`config.mk`:
```
export PLATFORM = sky130hd
export DESIGN_NAME = dma_pcie_mdma_byp_in_arb
export DESIGN_NICKNAME = d
export VERILOG_FILES = /design/src/rtl/dma_pcie_mdma_byp_in_arb.sv
export SDC_FILE = /design/constraint.sdc
export NUM_CORES = 1
export LEC_CHECK = 0
export BUFFER_PORTS_ARGS = -buffer_cell sky130_fd_sc_hd__buf_2
export CAP_MARGIN = 25
export CORE_AREA = 2 2 555 557
export DETAILED_ROUTE_END_ITERATION = 8
export DIE_AREA = 0 0 557 559
export GPL_TIMING_DRIVEN = 0
export PLACE_DENSITY = 0.3
export SLEW_MARGIN = 20
export SYNTH_ARGS = -nofsm -noshare
export SYNTH_HDL_FRONTEND = slang
export SYNTH_SLANG_ARGS = --single-unit
```
`constraint.sdc`:
```
create_clock -name clk -period 1.9 [get_ports clk]
set_input_delay 0.19 -clock clk [delete_from_list [all_inputs] [get_ports clk]]
set_output_delay 0.19 -clock clk [all_outputs]
set_load 0.01 [all_outputs]
```
`src/rtl/dma_pcie_mdma_byp_in_arb.sv`:
```
// Round-robin arbiter that shares one MDMA descriptor bypass-in port among
// N_REQ descriptor sources, with a single registered output stage.
module dma_pcie_mdma_byp_in_arb #(
  parameter int unsigned N_REQ  = 4,
  parameter int unsigned DSC_W  = 256,
  parameter int unsigned CIDX_W = 16,
  parameter int unsigned SRC_W  = $clog2(N_REQ)
) (
  input  logic                      clk,
  input  logic                      rst_n,
  input  logic [N_REQ-1:0]          req_en,
  input  logic [N_REQ*DSC_W-1:0]    req_dsc,
  input  logic [N_REQ*CIDX_W-1:0]   req_cidx,
  input  logic [N_REQ-1:0]          req_vld,
  output logic [N_REQ-1:0]          req_rdy,
  output logic [DSC_W-1:0]          out_dsc,
  output logic [CIDX_W-1:0]         out_cidx,
  output logic [SRC_W-1:0]          out_src,
  output logic                      out_vld,
  input  logic                      out_rdy,
  output logic [31:0]               dsc_cnt
);

  logic [N_REQ-1:0]  elig;
  logic              load;
  logic              found;
  logic              grant;
  logic [SRC_W-1:0]  win;
  logic [SRC_W-1:0]  cand;
  logic [SRC_W:0]    sum;
  logic [SRC_W-1:0]  ptr_nxt;

  logic [DSC_W-1:0]  dsc_arr  [N_REQ];
  logic [CIDX_W-1:0] cidx_arr [N_REQ];

  logic              vld_q;
  logic [DSC_W-1:0]  dsc_q;
  logic [CIDX_W-1:0] cidx_q;
  logic [SRC_W-1:0]  src_q;
  logic [SRC_W-1:0]  ptr_q;
  logic [31:0]       cnt_q;

  for (genvar g = 0; g < N_REQ; g++) begin : g_unpack
    assign dsc_arr[g]  = req_dsc[g*DSC_W +: DSC_W];
    assign cidx_arr[g] = req_cidx[g*CIDX_W +: CIDX_W];
  end

  assign elig = req_vld & req_en;
  assign load = !vld_q | out_rdy;

  // Search offsets 0..N_REQ-1 from ptr; the sum is one bit wider than the
  // index so the modulo reduction is exact for non-power-of-2 N_REQ.
  always_comb begin
    found = 1'b0;
    win   = '0;
    sum   = '0;
    cand  = '0;
    for (int unsigned k = 0; k < N_REQ; k++) begin
      sum = {1'b0, ptr_q} + (SRC_W+1)'(k);
      if (sum >= (SRC_W+1)'(N_REQ)) begin
        sum = sum - (SRC_W+1)'(N_REQ);
      end
      cand = sum[SRC_W-1:0];
      if (!found && elig[cand]) begin
        found = 1'b1;
        win   = cand;
      end
    end
  end

  assign grant   = rst_n & load & found;
  assign ptr_nxt = (win == SRC_W'(N_REQ-1)) ? '0 : win + 1'b1;

  always_comb begin
    req_rdy = '0;
    if (grant) begin
      req_rdy[win] = 1'b1;
    end
  end

  always_ff @(posedge clk) begin
    if (!rst_n) begin
      vld_q  <= 1'b0;
      dsc_q  <= '0;
      cidx_q <= '0;
      src_q  <= '0;
      ptr_q  <= '0;
      cnt_q  <= '0;
    end else begin
      if (vld_q && out_rdy) begin
        cnt_q <= cnt_q + 32'd1;
      end
      if (load) begin
        if (grant) begin
          vld_q  <= 1'b1;
          dsc_q  <= dsc_arr[win];
          cidx_q <= cidx_arr[win];
          src_q  <= win;
          ptr_q  <= ptr_nxt;
        end else begin
          vld_q  <= 1'b0;
        end
      end
    end
  end

  assign out_vld  = vld_q;
  assign out_dsc  = dsc_q;
  assign out_cidx = cidx_q;
  assign out_src  = src_q;
  assign dsc_cnt  = cnt_q;

endmodule
```
# == After elaboration in Yosys (flattened, before gate mapping) ==
# Cells that the tools add are included.
# classes
addsub,9
n_lt_le_gt_ge,11
n_eq_ne,1
mux,31
bitwise,5
n_reduce_logical,10
# ops
op,count
$bmux 256 s2,1
$mux 256,2
$add 32x1->32 const B,1
$bmux 16 s2,1
$mux 16,2
$mux 2,9
$lt 2x3->1 const B,5
$ge 3x3->1 const B,4
$mux 1,10
$bmux 1 s2,4
$sub 2x1->2 const B,4
$add 2x2->3 const B,2
$logic_and 1x1->1,5
$and 4x4->4,1
$logic_not 1->1,4
$mux 4,1
$add 2x1->3 const B,1
$ge 2x3->1 const B,1
$not 2->3,1
$add 2x1->2 const B,1
$and 1x1->1,2
$demux 1 s2,1
$eq 2x2->1 const B,1
$ge 2x1->1 const B,1
other kinds (2),2
# totals
reg_bits,309
input_bits,1099
output_inout_bits,311
elab_cells,73

# == Logic depth before layout (Yosys ltp) ==
# Gate-level depths: netlist of run 1.
# depth
word_depth,19
ltp_mapped,9

# == Worst setup path after synthesis of run 1 ==
# Ideal clock, no wire load.
# synth_timing
path_kind,register to output
from,reg ptr_q[1]
to,out req_rdy[3]
arrival_time_ps,1637
t_required_ps,1710
slack_ps,73
stages_incl_launch_ff,9
n_path_buf,2
path_cell_list,dfxtp_1 -> and3_1 -> o311ai_4 -> nand2_2 -> inv_2 -> buf_6 -> buf_6 -> ha_1 -> and2_1
# synth_between
elab_chain_cells,19
word_cells_on_any_way,44
# synth_lines
item,line_no,source
"start, declared",40,logic [SRC_W-1:0] ptr_q;
"start signal, assigned",99,ptr_q <= ptr_nxt;
"parallel branches: the longest is 18 deep, another holds $add 2x1->3",n/a,
$mux 4 (*),76,if (grant) begin
"end, declared",15,"output logic [N_REQ-1:0] req_rdy,"
# Mark *: on every way between the ends. The select of a mux whose other input is x is not followed.

# == Final worst setup path of run 1 ==
# Same ends and word-level chain as after synthesis.

==> results of run 1 <==
[Yosys cell counts, drive strengths merged, types with 2 or more instances]
cell     count
a32oi      191
nand4        7
dfxtp      309
nand3b       3
nand2      216
xnor2        7
inv        195
ha           2
xor2        12
mux2i      160
buf         79
a21boi     191
a22oi        2
clkbuf     232
nand2b       2
nor2        27
o221ai      77
a31oi        4
nand3      101
o31ai      192
a21oi       14
o21a       192
o211ai     195
nor3         3
o21ai       12
and2         7
o2111ai      2
and4         5
or3         10
and3       204
[final timing paths]
path | startpoint | to | slack (ns) | cells past startpoint
worst max-delay path | ptr_q[1] | req_rdy[3] | -0.74 | 10
worst min register to register | out_src[1] | out_src[1] | 0.46 | 2
worst min-delay path | req_dsc[886] | out_dsc[118] | 0.04 | 5
worst max register to register | ptr_q[0] | out_dsc[42] | -0.59 | 13
[registers in the layout, indices dropped and copies added, names as in the netlist]
name      flops
out_cidx     16
out_dsc     256
out_src       2
out_vld       1
dsc_cnt      32
ptr_q         2
[timing repair]
| item | in CTS | in global routing |
|---|---|---|
| buffers inserted | 93 | 50 |
| cloned | 10 | 12 |
| pin swaps | 53 | 170 |
| setup endpoints to repair | 287 | 293 |
| gates resized for setup | 641 | 558 |
| hold buffers | 1046 | 0 |
| hold endpoints to repair | 275 | 0 |
[kinds of logic (layout without fill, tap and decap cells)]
group | after synthesis | after routing | synth area share
AOI/OAI and AO/OA | 1077 | 1077 | 0.393
xor gates and xnor gates | 19 | 19 | 0.00779
adders and majority gates | 2 | 2 | 0.00117
buffers and inverters | 506 | 3201 | 0.0956
DFF | 309 | 309 | 0.290
muxes | 160 | 160 | 0.0750
other | 0 | 113 | 0
and+or+nand+nor | 587 | 587 | 0.138
[report_power, final]
| group | internal, mW | switching [mW] |
|---|---|---|
| combinational | 7.43 | 9.65 |
| clock | 6.19 | 4.69 |
| sequential | 7.66 | 0.788 |
[layout by cell type (no fill, tap or decap), types with 101 or more instances in the layout]
| cell | n |
|---|---|
| and3_1 | 117 |
| dfxtp_1 | 302 |
| nand3_1 | 101 |
| mux2i_1 | 124 |
| buf_2 | 1424 |
| a21boi_0 | 131 |
| o31ai_1 | 160 |
| nand2_1 | 213 |
| diode_2 | 113 |
| inv_1 | 192 |
| o211ai_1 | 195 |
| a32oi_1 | 185 |
| dlygate4sd3_1 | 1046 |
| o21a_1 | 192 |
[metal layers]
metal	global-route usage	up-vias	part of all wire
li1	-	15659	-
met1	0.205	17495	0.40
met2	0.296	2046	0.47
met3	0.0469	465	0.081
met4	0.0677	70	0.046
met5	0	-	0.0016
[worst max-delay path, cell delays in order, from the launching register on]
cell      delay, ns
dfxtp_4        0.34
and3_4         0.15
o311ai_4       0.28
buf_6          0.17
nand2_8        0.08
inv_12         0.09
buf_16         0.12
buf_16         0.12
ha_4           0.12
and2_4         0.13
buf_6          0.12
[area by class of cell]
class | instances | share of cell area
Clock buffer | 74 | 0.0307
Clock inverter | 23 | 0.00467
Multi-Input combinational cell | 1845 | 0.285
Timing Repair Buffer | 2610 | 0.385
Inverter | 195 | 0.0145
Buffer | 299 | 0.0547
Sequential cell | 309 | 0.121
Antenna cell | 113 | 0.00550
Tap cell | 4100 | 0.0997
==> run metrics, run 1 <==
status complete, but fails checks; failing checks setup timing; clock root cell clkbuf_16; Synth Flop Type dfxtp_1; Area after DPL 33900 um2; Post-Syn Area about 21000 um2; Setup TNS -105.20 ns; synth unique cells 44; Slew headroom 0.305; Die Y between 500 and 600 um; Pleak 22.4 nW; PD cells ~710 nW/um2; HPWL Detailed 238000 um; max-slew violation count 0; number of remaining DRC errors 0; worst vdd ir around 0.71 mV; fin cells 9568; CP endpoint kind output pin; fin nets 6415; die area 311000 um2; Clock Sinks 309; largest net degree at the start of global routing 15; Synth top area share 0.290; via count 35735; Final Instance Area 51400 um2; Overall Power about 36 mW; RSZ-0062 raised after global routing yes; average routed wire per standard cell 29.9 um; Synth area leader dfxtp_1; Place WS -2.31 ns; Final GP Congestion slightly above 0.9; Worst Hold Slack roughly 0.037 ns; final hold viol count 0; minimum clock period 2.64 ns; IO Port Bufs 1408; Syn. warnings 0; Global Route Usage Sum 0.174; WL final 286000 um; Synthesized Nets 3761; global-route wire length before repair approximately 360000 um; Final ANT Viol Nets 0; Setup Skew 0.0420 ns; Detailed Route Iter0 Violations 2344; clock tree buffer depth 3; Crit path required time 1.71 ns; TritonCTS clock tree yes; Worst-Skew Late Latency around 0.73 ns; CTS Buf Count between 50 and 60; Final setup viols 281; H-tree depth 2; Multi-input gate area between 10000 and 15000 um2; effective utilization at floorplan 0.0700; Area Growth Syn to Fin 141%; synth top area cells dfxtp_1 (29%), a32oi_1 (7.8%), mux2i_1 (7.5%); Worst Setup Start Kind flop; FP Rows 203; Seq/Total Area, Yosys 0.290; final core occ 0.169; Synth Area per Inst about 8 um2; MaxCap Viol Count 0; vias per std cell around 3.7; post-placement cell count 8185; filler instances 34720; storage element area approximately 6200 um2; CP Class flop to output pin; vias in the first global route 36443; period utilization 1.39; Seq cells post-synth 309; fraction of layout cells with a size suffix above 1 0.401; asr flop ratio synth 0; Post-synth EDFFs 0; Slew @ Worst Pin between 1 and 1.5 ns; worst path arrival time 2.45 ns; drt pass-1 iters 5; Max FO, Critical Path 3; GRT overflow 0; initial antenna violation count ~200; Ports 1410; Max Clk Rate 0.379 GHz; Core Area 305000 um2; Hold WC Path Type primary input to flop; Die X 557 um; Mapped Cells 2660; min setup slack post-route -0.738 ns; CTS clk-pin slew, worst paths about 0.060 ns
Note: power is estimated with default switching activity, not from simulation.
==> inputs of run 2 (changes only) <==
--- a/config.mk
+++ b/config.mk
@@ -11,7 +11,7 @@
 export DETAILED_ROUTE_END_ITERATION = 8
 export DIE_AREA = 0 0 557 559
 export GPL_TIMING_DRIVEN = 0
-export PLACE_DENSITY = 0.3
+export PLACE_DENSITY_LB_ADDON = 0.25
 export SLEW_MARGIN = 20
 export SYNTH_ARGS = -nofsm -noshare
 export SYNTH_HDL_FRONTEND = slang
==> run 2 against run 1 <==
Against the previous run: the flow still finishes with violations (setup timing); non-clock buffer count shrank 28; sequential share of layout area up 0.098 points; combinational power barely moved; hold slack improved by 0.022 ns; global-route usage rose by 0.75 points; maximum frequency decreased by 2.3%; critical endpoint unchanged; count of clock-buffer cells in the layout fell by 6; core utilization down 0.14 points; final area fell by 0.85%.
==> run metrics, run 2 (synthesis gave the netlist of run 1 again) <==
TritonCTS clock tree yes (unchanged); RSZ-0062 raised after global routing yes (unchanged); leading cell type in the layout, fill and taps excluded buf_2 (unchanged); CTS clk-pin slew, worst paths 0.06 ns (about the same); Place WS -2.34 ns (was -2.31 ns); clock root cell clkbuf_16 (unchanged); min setup slack post-route -0.799 ns (was -0.738 ns); Worst Setup Start Kind flop (unchanged); Max FO, Critical Path 4 (was 3); Die X 557 um (unchanged); Area Growth Syn to Fin 139% (was 141%); clock tree buffer depth 3 (unchanged); largest net degree at the start of global routing 14 (was 15); Hold WC Path Type primary input to flop (unchanged); Final ANT Viol Nets 0 (unchanged); HPWL Detailed 246000 um (was 238000 um); drt pass-1 iters 6 (was 5); Max Clk Rate 0.371 GHz (was 0.379 GHz); fin nets 6383 (was 6415); FP Rows 203 (unchanged); Final GP Congestion 0.955 (was 0.914); Clock Sinks 309 (unchanged); Hold Path Sink out_dsc[136] (was out_dsc[118]); Global Route Usage Sum 0.181 (was 0.174); IO Port Bufs 1408 (unchanged); CTS Buf Count 50 (was 54); vias in the first global route 35948 (was 36443); initial antenna violation count 232 (was 197); worst vdd ir 0.683 mV (was 0.706 mV); minimum clock period 2.70 ns (was 2.64 ns); die area 311000 um2 (unchanged); CP Class flop to output pin (unchanged); period utilization 1.42 (was 1.39); Hold Startpoint req_dsc[904] (was req_dsc[886]); R2R cell count 12 (was 13); Detailed Route Iter0 Violations 3037 (was 2344); RR Endpoint out_dsc[183] (was out_dsc[42]); Crit path required time 1.71 ns (about the same); fraction of layout cells with a size suffix above 1 0.390 (was 0.401); Pleak 22.3 nW (was 22.4 nW); Worst-Skew Late Latency 0.70 ns (was 0.73 ns); average routed wire per standard cell 31.0 um (was 29.9 um); R2R setup slack -0.74 ns (was -0.59 ns); H-tree depth 2 (unchanged); Core Area 305000 um2 (unchanged); final hold viol count 0 (unchanged); via count 36179 (was 35735); PD cells 712 nW/um2 (was 708 nW/um2); global-route wire length before repair 371000 um (was 360000 um); WHS Path Cells 5 (unchanged); Overall Power 36.3 mW (was 36.4 mW); Ports 1410 (unchanged); Die Y 559 um (unchanged); MaxCap Viol Count 0 (unchanged); CP endpoint kind output pin (unchanged); Setup Skew 0.0232 ns (was 0.0420 ns); number of remaining DRC errors 0 (unchanged); Final setup viols 289 (was 281); filler instances 34681 (was 34720); final core occ 0.167 (was 0.169); max-slew violation count 0 (unchanged); commonest non-fill, non-tap cells in the layout buf_2 (1442), dlygate4sd3_1 (1018), dfxtp_1 (306) (was buf_2 (1424), dlygate4sd3_1 (1046), dfxtp_1 (302)); status complete, but fails checks (unchanged); vias per std cell 3.79 (was 3.73); RR Startpoint ptr_q[1] (was ptr_q[0]); WL final 295000 um (was 286000 um); worst path arrival time 2.51 ns (was 2.45 ns); failing checks setup timing (unchanged); effective utilization at floorplan 0.0700 (unchanged); Slew @ Worst Pin 0.826 ns (was 1.04 ns); max FFs per register 256 (unchanged); GRT overflow 0 (unchanged); Slew headroom 0.444 (was 0.305)
==> run 2: area by class of cell <==
cell class              instances  area (um2)  share of cell area
repair buffers               2583       19700               0.386
diodes                        112         280             0.00550
clock inverters                26         365             0.00716
inverters                     195         744              0.0146
flip-flops and latches        309        6200               0.122
multi-input cells            1845       14700               0.288
clock buffers                  68        1440              0.0282
plain buffers                 298        2480              0.0486
well taps                    4100        5130               0.101
==> run 2: through the flow <==
stage | instance area, um2 | cells | TNS [ns] | hold slack [ns]
final | 51000 | 9536 | -151.16 | 0.0590
after global placement | 33500 | 8168 | -763.89 | 0.428
after floorplan | 21400 | 2660 | 0 | 0.336
after global routing | 50800 | 9467 | -170.46 | 0.0490
after detailed placement | 34200 | 8199 | -507.78 | 0.429
after CTS | 50100 | 9425 | -165.39 | 0.000180
==> run 2: worst max path at each step <==
| stage | start | to | slack (ns) | cells past startpoint |
|---|---|---|---|---|
| 3_5_place_dp | ptr_q[0] | out_dsc[205] | -2.34 | 7 |
| 3_3_place_gp | req_vld[1] | out_dsc[64] | -4.09 | 8 |
| 5_1_grt | ptr_q[1] | req_rdy[3] | -0.90 | 10 |
| 4_1_cts | ptr_q[1] | req_rdy[3] | -0.99 | 10 |
| 2_1_floorplan | ptr_q[1] | req_rdy[3] | 0.07 | 8 |
| 6_report | ptr_q[1] | req_rdy[3] | -0.80 | 10 |
==> run 2: worst max-delay path, stage by stage, from the launching register on <==
cell and delay, ns:
dfxtp_4 0.34, and3_4 0.15, o311ai_4 0.33, buf_8 0.18, nand2_8 0.10, inv_12 0.10
buf_16 0.12, buf_12 0.11, ha_4 0.11, and2_4 0.15, buf_6 0.10
==> run 2: repair_timing <==
action | in CTS | in global routing
endpoints found under the setup margin | 287 | 291
buffers inserted | 94 | 25
hold buffers | 1018 | 0
gates resized for setup | 647 | 182
pin swaps | 175 | 92
endpoints found under the hold margin | 275 | 0
cloned | 23 | 1
==> run 2: per-layer routing <==
layer  track usage  vias up  part of all wire
met5      0.000309        -            0.0030
li1              -    15593                 -
met2         0.309     2201              0.47
met1         0.202    17589              0.37
met4        0.0816      132             0.054
met3        0.0624      664             0.096
==> run 2: report_power, final <==
part           switching, mW  total (mW)  internal (mW)
Combinational           9.79        17.1           7.33
Clock                   4.34        10.7           6.39
Sequential             0.810        8.47           7.66
Total                   14.9        36.3           21.4
